**src/rtl/pipe_hz_pkg.sv**
```systemverilog
// Shared types for the ID-stage hazard/forwarding controller.
// Build option: PIPE_HZ_FWD_EN (enables bypass forwarding; otherwise stall-only).
package pipe_hz_pkg;

  // Tag storage width; the controller supports RBITS up to this value.
  localparam int HZ_RN_W   = 8;
  localparam int HZ_FSEL_W = 4;

  typedef struct packed {
    logic               wreg;
    logic [HZ_RN_W-1:0] wrn;
    logic               load;
  } hz_tag_t;

  typedef logic [HZ_FSEL_W-1:0] fwd_sel_t;

  // Forward select value that means "read the register file".
  localparam fwd_sel_t FWD_RF = '0;

endpackage

```
**src/rtl/pipe_mdu_track.sv**
```systemverilog
// Multiply/divide unit occupancy tracker: busy flag, down-counter to
// writeback, pending destination, and the hazards it raises against ID.
module pipe_mdu_track #(
  parameter int RBITS   = 5,
  parameter int MDU_LAT = 4
) (
  input  logic             clock,
  input  logic             resetn,
  input  logic             issue,
  input  logic             is_mdu,
  input  logic             wr_any,
  input  logic [RBITS-1:0] wrn,
  input  logic             use_rs,
  input  logic [RBITS-1:0] rs,
  input  logic             use_rt,
  input  logic [RBITS-1:0] rt,
  output logic             busy,
  output logic             done,
  output logic [RBITS-1:0] pend_rn,
  output logic             raw_hz,
  output logic             waw_hz,
  output logic             struct_hz
);

  localparam int CW = $clog2(MDU_LAT + 1);

  logic [CW-1:0] cnt;
  logic          blocking;
  logic          pend_live;

  // Occupancy state: a new issue restarts the count even on the done edge.
  always_ff @(posedge clock or negedge resetn) begin
    if (!resetn) begin
      busy    <= 1'b0;
      cnt     <= '0;
      pend_rn <= '0;
    end else begin
      if (issue) begin
        busy    <= 1'b1;
        cnt     <= CW'(MDU_LAT);
        pend_rn <= wrn;
      end else begin
        if (cnt != '0) cnt <= cnt - CW'(1);
        if (done)      busy <= 1'b0;
      end
    end
  end

  // In the done cycle the result is already visible through the regfile,
  // so the pending register stops blocking anything.
  always_comb begin
    done      = busy && (cnt == CW'(1));
    blocking  = busy && !done;
    pend_live = blocking && (pend_rn != '0);
    raw_hz    = pend_live && ((use_rs && rs == pend_rn) || (use_rt && rt == pend_rn));
    waw_hz    = pend_live && wr_any && (wrn == pend_rn);
    struct_hz = blocking && is_mdu;
  end

endmodule

```
**src/rtl/pipe_hazard_ctrl.sv**
```systemverilog
// ID-stage hazard, forwarding and MDU scoreboard. Keeps its own shift
// register of in-flight destination tags.
// Build option: PIPE_HZ_FWD_EN selects forwarding; undefined means any
// in-flight match stalls and forward selects stay at the regfile.
module pipe_hazard_ctrl
  import pipe_hz_pkg::*;
#(
  parameter int RBITS    = 5,
  parameter int NSTAGE   = 3,
  parameter int LD_STAGE = 2,
  parameter int MDU_LAT  = 4
) (
  input  logic                      clock,
  input  logic                      resetn,
  input  logic                      id_valid,
  input  logic [RBITS-1:0]          id_rs,
  input  logic [RBITS-1:0]          id_rt,
  input  logic                      id_use_rs,
  input  logic                      id_use_rt,
  input  logic                      id_wreg,
  input  logic [RBITS-1:0]          id_wrn,
  input  logic                      id_load,
  input  logic                      id_mdu,
  output logic [$clog2(NSTAGE)-1:0] fwda,
  output logic [$clog2(NSTAGE)-1:0] fwdb,
  output logic                      stall,
  output logic                      mdu_busy,
  output logic                      mdu_done,
  output logic [RBITS-1:0]          mdu_wrn
);

  localparam int FBITS = $clog2(NSTAGE);

  // Stage NSTAGE (W) is not tracked: the regfile write on negedge covers it.
  hz_tag_t           tag_q [1:NSTAGE-1];
  logic [NSTAGE-1:1] match_a, match_b;
  logic              issue, data_hz;
  logic              raw_hz, waw_hz, struct_hz;

  assign issue = id_valid && !stall;
  assign stall = id_valid && (data_hz || raw_hz || waw_hz || struct_hz);

  pipe_mdu_track #(
    .RBITS   (RBITS),
    .MDU_LAT (MDU_LAT)
  ) u_mdu (
    .clock     (clock),
    .resetn    (resetn),
    .issue     (issue && id_mdu),
    .is_mdu    (id_mdu),
    .wr_any    (id_wreg || id_mdu),
    .wrn       (id_wrn),
    .use_rs    (id_use_rs),
    .rs        (id_rs),
    .use_rt    (id_use_rt),
    .rt        (id_rt),
    .busy      (mdu_busy),
    .done      (mdu_done),
    .pend_rn   (mdu_wrn),
    .raw_hz    (raw_hz),
    .waw_hz    (waw_hz),
    .struct_hz (struct_hz)
  );

  // Tag shift register: advances every cycle, a stalled ID injects a bubble.
  always_ff @(posedge clock or negedge resetn) begin
    if (!resetn) begin
      for (int k = 1; k < NSTAGE; k++) tag_q[k] <= '0;
    end else begin
      tag_q[1] <= issue ? '{wreg: id_wreg && !id_mdu, wrn: HZ_RN_W'(id_wrn), load: id_load}
                        : '0;
      for (int k = 2; k < NSTAGE; k++) tag_q[k] <= tag_q[k-1];
    end
  end

  // Per-stage operand match; r0 never matches.
  always_comb begin
    for (int k = 1; k < NSTAGE; k++) begin
      match_a[k] = id_use_rs && tag_q[k].wreg && (tag_q[k].wrn == HZ_RN_W'(id_rs)) && (id_rs != '0);
      match_b[k] = id_use_rt && tag_q[k].wreg && (tag_q[k].wrn == HZ_RN_W'(id_rt)) && (id_rt != '0);
    end
  end

`ifdef PIPE_HZ_FWD_EN
  logic [FBITS-1:0] sel_a, sel_b;
  logic             ld_hz;

  // Youngest producer wins: scan oldest to youngest so the last hit sticks.
  always_comb begin
    sel_a = FBITS'(FWD_RF);
    sel_b = FBITS'(FWD_RF);
    ld_hz = 1'b0;
    for (int k = NSTAGE - 1; k >= 1; k--) begin
      if (match_a[k]) sel_a = FBITS'(k);
      if (match_b[k]) sel_b = FBITS'(k);
      if ((match_a[k] || match_b[k]) && tag_q[k].load && (k < LD_STAGE)) ld_hz = 1'b1;
    end
  end

  assign data_hz = ld_hz;
  assign fwda    = id_valid ? sel_a : FBITS'(FWD_RF);
  assign fwdb    = id_valid ? sel_b : FBITS'(FWD_RF);
`else
  logic [NSTAGE-1:0] unused_load;

  // Load timing is irrelevant when every in-flight match waits for writeback.
  always_comb begin
    unused_load[0] = id_load;
    for (int k = 1; k < NSTAGE; k++) unused_load[k] = tag_q[k].load;
  end

  assign data_hz = |(match_a | match_b);
  assign fwda    = FBITS'(FWD_RF);
  assign fwdb    = FBITS'(FWD_RF);
`endif

endmodule

```
**config.mk**
```make
export PLATFORM = sky130hd
export DESIGN_NAME = pipe_hazard_ctrl
export DESIGN_NICKNAME = d
export VERILOG_FILES = /design/src/rtl/pipe_hz_pkg.sv /design/src/rtl/pipe_mdu_track.sv /design/src/rtl/pipe_hazard_ctrl.sv
export SDC_FILE = /design/constraint.sdc
export NUM_CORES = 1
export LEC_CHECK = 0
export CAP_MARGIN = 15
export CELL_PAD_IN_SITES_DETAIL_PLACEMENT = 1
export CELL_PAD_IN_SITES_GLOBAL_PLACEMENT = 2
export CORE_MARGIN = 2
export CORE_UTILIZATION = 25
export CTS_BUF_LIST = sky130_fd_sc_hd__clkbuf_8 sky130_fd_sc_hd__clkbuf_16
export DETAILED_ROUTE_END_ITERATION = 6
export PLACE_DENSITY = 0.78
export SKIP_LAST_GASP = 1
export SYNTH_ARGS = -nofsm -noshare
export SYNTH_HDL_FRONTEND = slang
export SYNTH_SLANG_ARGS = --single-unit
```
**constraint.sdc**
```tcl
create_clock -name clock -period 5.43 [get_ports clock]
set_clock_uncertainty 0.2 [all_clocks]
set_input_delay 0.8145 -clock clock [delete_from_list [all_inputs] [get_ports clock]]
set_output_delay 0.8145 -clock clock [all_outputs]
set_load 0.01 [all_outputs]
```
==> run_summary.xml <==
<?xml version="1.0" encoding="UTF-8"?>
<metrics>
  <group name="timing">
    <metric name="worst_slew_pin_slew" unit="ps">940</metric>
    <metric name="drv_slew" unit="">0</metric>
    <metric name="rsz_0062_raised_after_global_routing" unit="">no</metric>
    <metric name="finalHoldWorstSlack" unit="ps">216</metric>
    <metric name="timing.slew.headroom" unit="">0.371</metric>
    <metric name="min_period_over_period" unit="">0.769</metric>
    <metric name="timing.final.crit_period" unit="ps">4170</metric>
    <metric name="setup_total_negative_slack" unit="ps">0</metric>
    <metric name="timing.final.hold_violations" unit="">0</metric>
    <metric name="fmaxAchievable" unit="GHz">0.240</metric>
    <metric name="report.final.setup_viol" unit="">0</metric>
  </group>
  <group name="drt">
    <metric name="detail_route.drc_violations" unit="">0</metric>
    <metric name="antenna_violating_nets_post_route" unit="">0</metric>
    <metric name="drt_first_iter_violations" unit="">28</metric>
    <metric name="detail_route.wl_per_cell" unit="µm">15.6</metric>
    <metric name="detailedRoute.firstPassIterationCount" unit="">4</metric>
    <metric name="via_count" unit="">1006</metric>
    <metric name="vias_per_cell" unit="">4.51</metric>
    <metric name="drt-total-wl" unit="µm">3490</metric>
  </group>
  <group name="clocking">
    <metric name="cts_inserted_buffers" unit="">3</metric>
    <metric name="root_buffer" unit="">clkbuf_8</metric>
    <metric name="path_clk_slew" unit="ps">70</metric>
    <metric name="cts_repair_resize_count" unit="">0</metric>
    <metric name="cts.repair_timing.setup_buffer_count" unit="">0</metric>
    <metric name="cts_max_path_buffers" unit="">2</metric>
    <metric name="source_to_sink_clock_delay_at_the_later_pin_of_the_worst_skew_pair" unit="ps">260</metric>
    <metric name="cts_hold_buffers" unit="">0</metric>
    <metric name="h_tree_level_count" unit="">1</metric>
    <metric name="cts_tree" unit="">built</metric>
    <metric name="tritoncts_num_sinks" unit="">21</metric>
  </group>
  <group name="synthesis">
    <metric name="seq_area_frac_synth" unit="">0.398</metric>
    <metric name="syn_avg_cell_area" unit="µm²">11.0</metric>
    <metric name="netlist-cell-type-count" unit="">29</metric>
    <metric name="syn-instance-count" unit="">120</metric>
    <metric name="mappedNetlistArea" unit="mm²">0.00132</metric>
    <metric name="yosysWarnings" unit="">0</metric>
    <metric name="synth.ff_latch_count" unit="">21</metric>
  </group>
  <group name="floorplanning">
    <metric name="initial_utilization" unit="">0.258</metric>
    <metric name="dieHeight" unit="µm">76.6</metric>
    <metric name="core" unit="mm²">0.00511</metric>
    <metric name="rows" unit="">26</metric>
    <metric name="ios" unit="">35</metric>
    <metric name="chipWidth" unit="µm">76.6</metric>
    <metric name="floorplan.die_area" unit="mm²">0.00587</metric>
  </group>
  <group name="pwr">
    <metric name="leakage" unit="µW">0.000681</metric>
    <metric name="vdd_ir_drop_max" unit="mV">0.174</metric>
    <metric name="power_density" unit="mW/mm²">370</metric>
  </group>
  <group name="worst_setup_path">
    <metric name="worstPathMaxFanout" unit="">7</metric>
    <metric name="crit_end_category" unit="">output pin</metric>
    <metric name="r2r_cells" unit="">6</metric>
    <metric name="r2r-end" unit="">u_mdu.pend_rn[1]</metric>
    <metric name="r2r_setup_slack" unit="ps">3330</metric>
    <metric name="startpoint_type" unit="">input port</metric>
    <metric name="critical_path_data_arrival_time" unit="ps">3160</metric>
    <metric name="start_of_the_worst_register_to_register_path" unit="">tag_q[14]</metric>
    <metric name="crit_required" unit="ps">4420</metric>
    <metric name="critical_path_class" unit="">in -&gt; out</metric>
  </group>
  <group name="cells_and_area">
    <metric name="syn2layout_area_growth" unit="%">31.2</metric>
    <metric name="final_core_utilization" unit="">0.339</metric>
    <metric name="post_layout_net_count" unit="">180</metric>
    <metric name="share_of_cells_above_drive_strength_1" unit="">0.0850</metric>
    <metric name="num-fill-cells" unit="">603</metric>
    <metric name="antenna_cells_inserted" unit="">0</metric>
  </group>
  <group name="place">
    <metric name="placement.io_buffers" unit="">29</metric>
    <metric name="place.detailed.hpwl" unit="µm">2740</metric>
    <metric name="routabilityCongestion" unit="">0.788</metric>
  </group>
  <group name="global_route">
    <metric name="first_global_vias" unit="">1085</metric>
    <metric name="grt_util_all_layers" unit="">0.125</metric>
    <metric name="grt_pass1_wl" unit="µm">5780</metric>
    <metric name="initial_antenna_violation_count" unit="">0</metric>
    <metric name="grt_max_degree" unit="">22</metric>
    <metric name="global_route.overflow_total" unit="">0</metric>
  </group>
  <group name="min_path">
    <metric name="worstHoldPathCells" unit="">0</metric>
    <metric name="min-delay-path-class" unit="">reg -&gt; reg</metric>
    <metric name="hold-path-endpoint" unit="">tag_q[9]</metric>
    <metric name="hold_path_startpoint" unit="">tag_q[19]</metric>
  </group>
  <group name="run">
    <metric name="maxCapViolations" unit="">0</metric>
  </group>
  <group name="run_status">
    <metric name="result_of_the_run" unit="">finished clean</metric>
  </group>
</metrics>
## Yosys cell counts
master      n  area, µm²
nor4b_1     1       8.76
and2_2      1       7.51
nor4_1      2       12.5
nand4_4     1       21.3
o211a_1     1       10.0
a32oi_4     1       27.5
o2111ai_1   1       8.76
nor2_1      4       15.0
o21a_1      2       15.0
nor3b_1     5       37.5
a31oi_1     1       6.26
mux2i_1     1       10.0
nand2_1    10       37.5
mux2_4      5       75.1
inv_1       3       11.3
nand2b_1    2       12.5
buf_4       4       30.0
dfrtp_1    21        526
nor3_1      2       10.0
nand4_1     4       25.0
xor2_1     10       87.6
or4_1       2       15.0
nand3_2     1       10.0
o22ai_1     2       12.5
a211oi_1    1       7.51
ha_1        3       37.5
nand3_1     2       10.0
xnor2_1    26        228
conb_1      1       3.75
## through the flow
stage | setup slack, ps | instance area (µm²) | power (µW) | instances
6_report | 1260 | 1730 | 641 | 223
5_1_grt | 1130 | 1730 | 684 | 223
4_1_cts | 1230 | 1730 | 652 | 223
3_5_place_dp | 1280 | 1690 | 546 | 219
3_3_place_gp | 1310 | 1690 | 526 | 219
2_1_floorplan | 2300 | 1330 | 424 | 123
## where the power goes
part / switching, µW / internal [µW] / total [µW]
sequential: 60.6 / 198 / 259
combinational: 122 / 159 / 281
clock: 50.1 / 50.5 / 101
## routing by layer
layer | GRT usage | part of all wire | routed length, µm | vias to the layer above
met1 | 0.157 | 0.45 | 1560 | 506
met2 | 0.214 | 0.50 | 1740 | 26
met4 | 0.0327 | 0.0089 | 31 | 0
met5 | 0 | 0 | 0 | -
met3 | 0.0284 | 0.046 | 159 | 3
li1 | - | - | - | 471
## critical path, cell delays in order
cell,delay (ps)
clkdlybuf4s50_1,520
xor2_1,210
nor4_1,290
a31oi_1,140
a211oi_1,300
buf_4,210
o21a_1,130
clkdlybuf4s50_1,540
## final cells by class
| cell class | instances | area, µm² | share of cell area |
|---|---|---|---|
| Inverter | 3 | 11.3 | 0.00651 |
| Timing Repair Buffer | 30 | 298 | 0.172 |
| Clock buffer | 3 | 41.3 | 0.0239 |
| Sequential cell | 21 | 526 | 0.304 |
| Tap cell | 70 | 87.6 | 0.0506 |
| Clock inverter | 1 | 3.75 | 0.00217 |
| Multi-Input combinational cell | 95 | 763 | 0.441 |
## placed cells by master (no fill, tap or decap), types with 3 or more instances in the layout
cell type and n:
clkdlybuf4s50_1 29, xnor2_1 26, dfrtp_1 21, xor2_1 10, nand2_1 10, nor3b_1 5
mux2_4 5, inv_1 4, nor2_1 4, nand4_1 4, conb_1 4, ha_1 3
clkbuf_8 3
## state kept, by name (all words and copies together), names as in the netlist
register,flops
u_mdu.pend_rn,5
u_mdu.busy,1
u_mdu.cnt,3
tag_q,12
## worst max path at each step
stage	startpoint	endpoint	slack (ps)	cells past startpoint
6_report	id_rs[0]	stall	1260	8
5_1_grt	id_rs[3]	stall	1130	8
4_1_cts	id_rs[0]	stall	1230	8
3_5_place_dp	id_rt[0]	stall	1280	7
3_3_place_gp	id_rt[0]	stall	1310	7
2_1_floorplan	id_rs[0]	stall	2300	5
## kinds of logic after synthesis
kind of cell | after synthesis | share of synthesized area
AO/OA/AOI/OAI | 9 | 0.0664
buffers and inverters | 7 | 0.0313
AND/OR/NAND/NOR | 37 | 0.169
multiplexers | 6 | 0.0645
adder cells (fa/ha/maj) | 3 | 0.0285
flip-flops | 21 | 0.398
other | 1 | 0.00284
XOR/XNOR | 36 | 0.239
No activity file was read; power rests on OpenSTA's default activity.
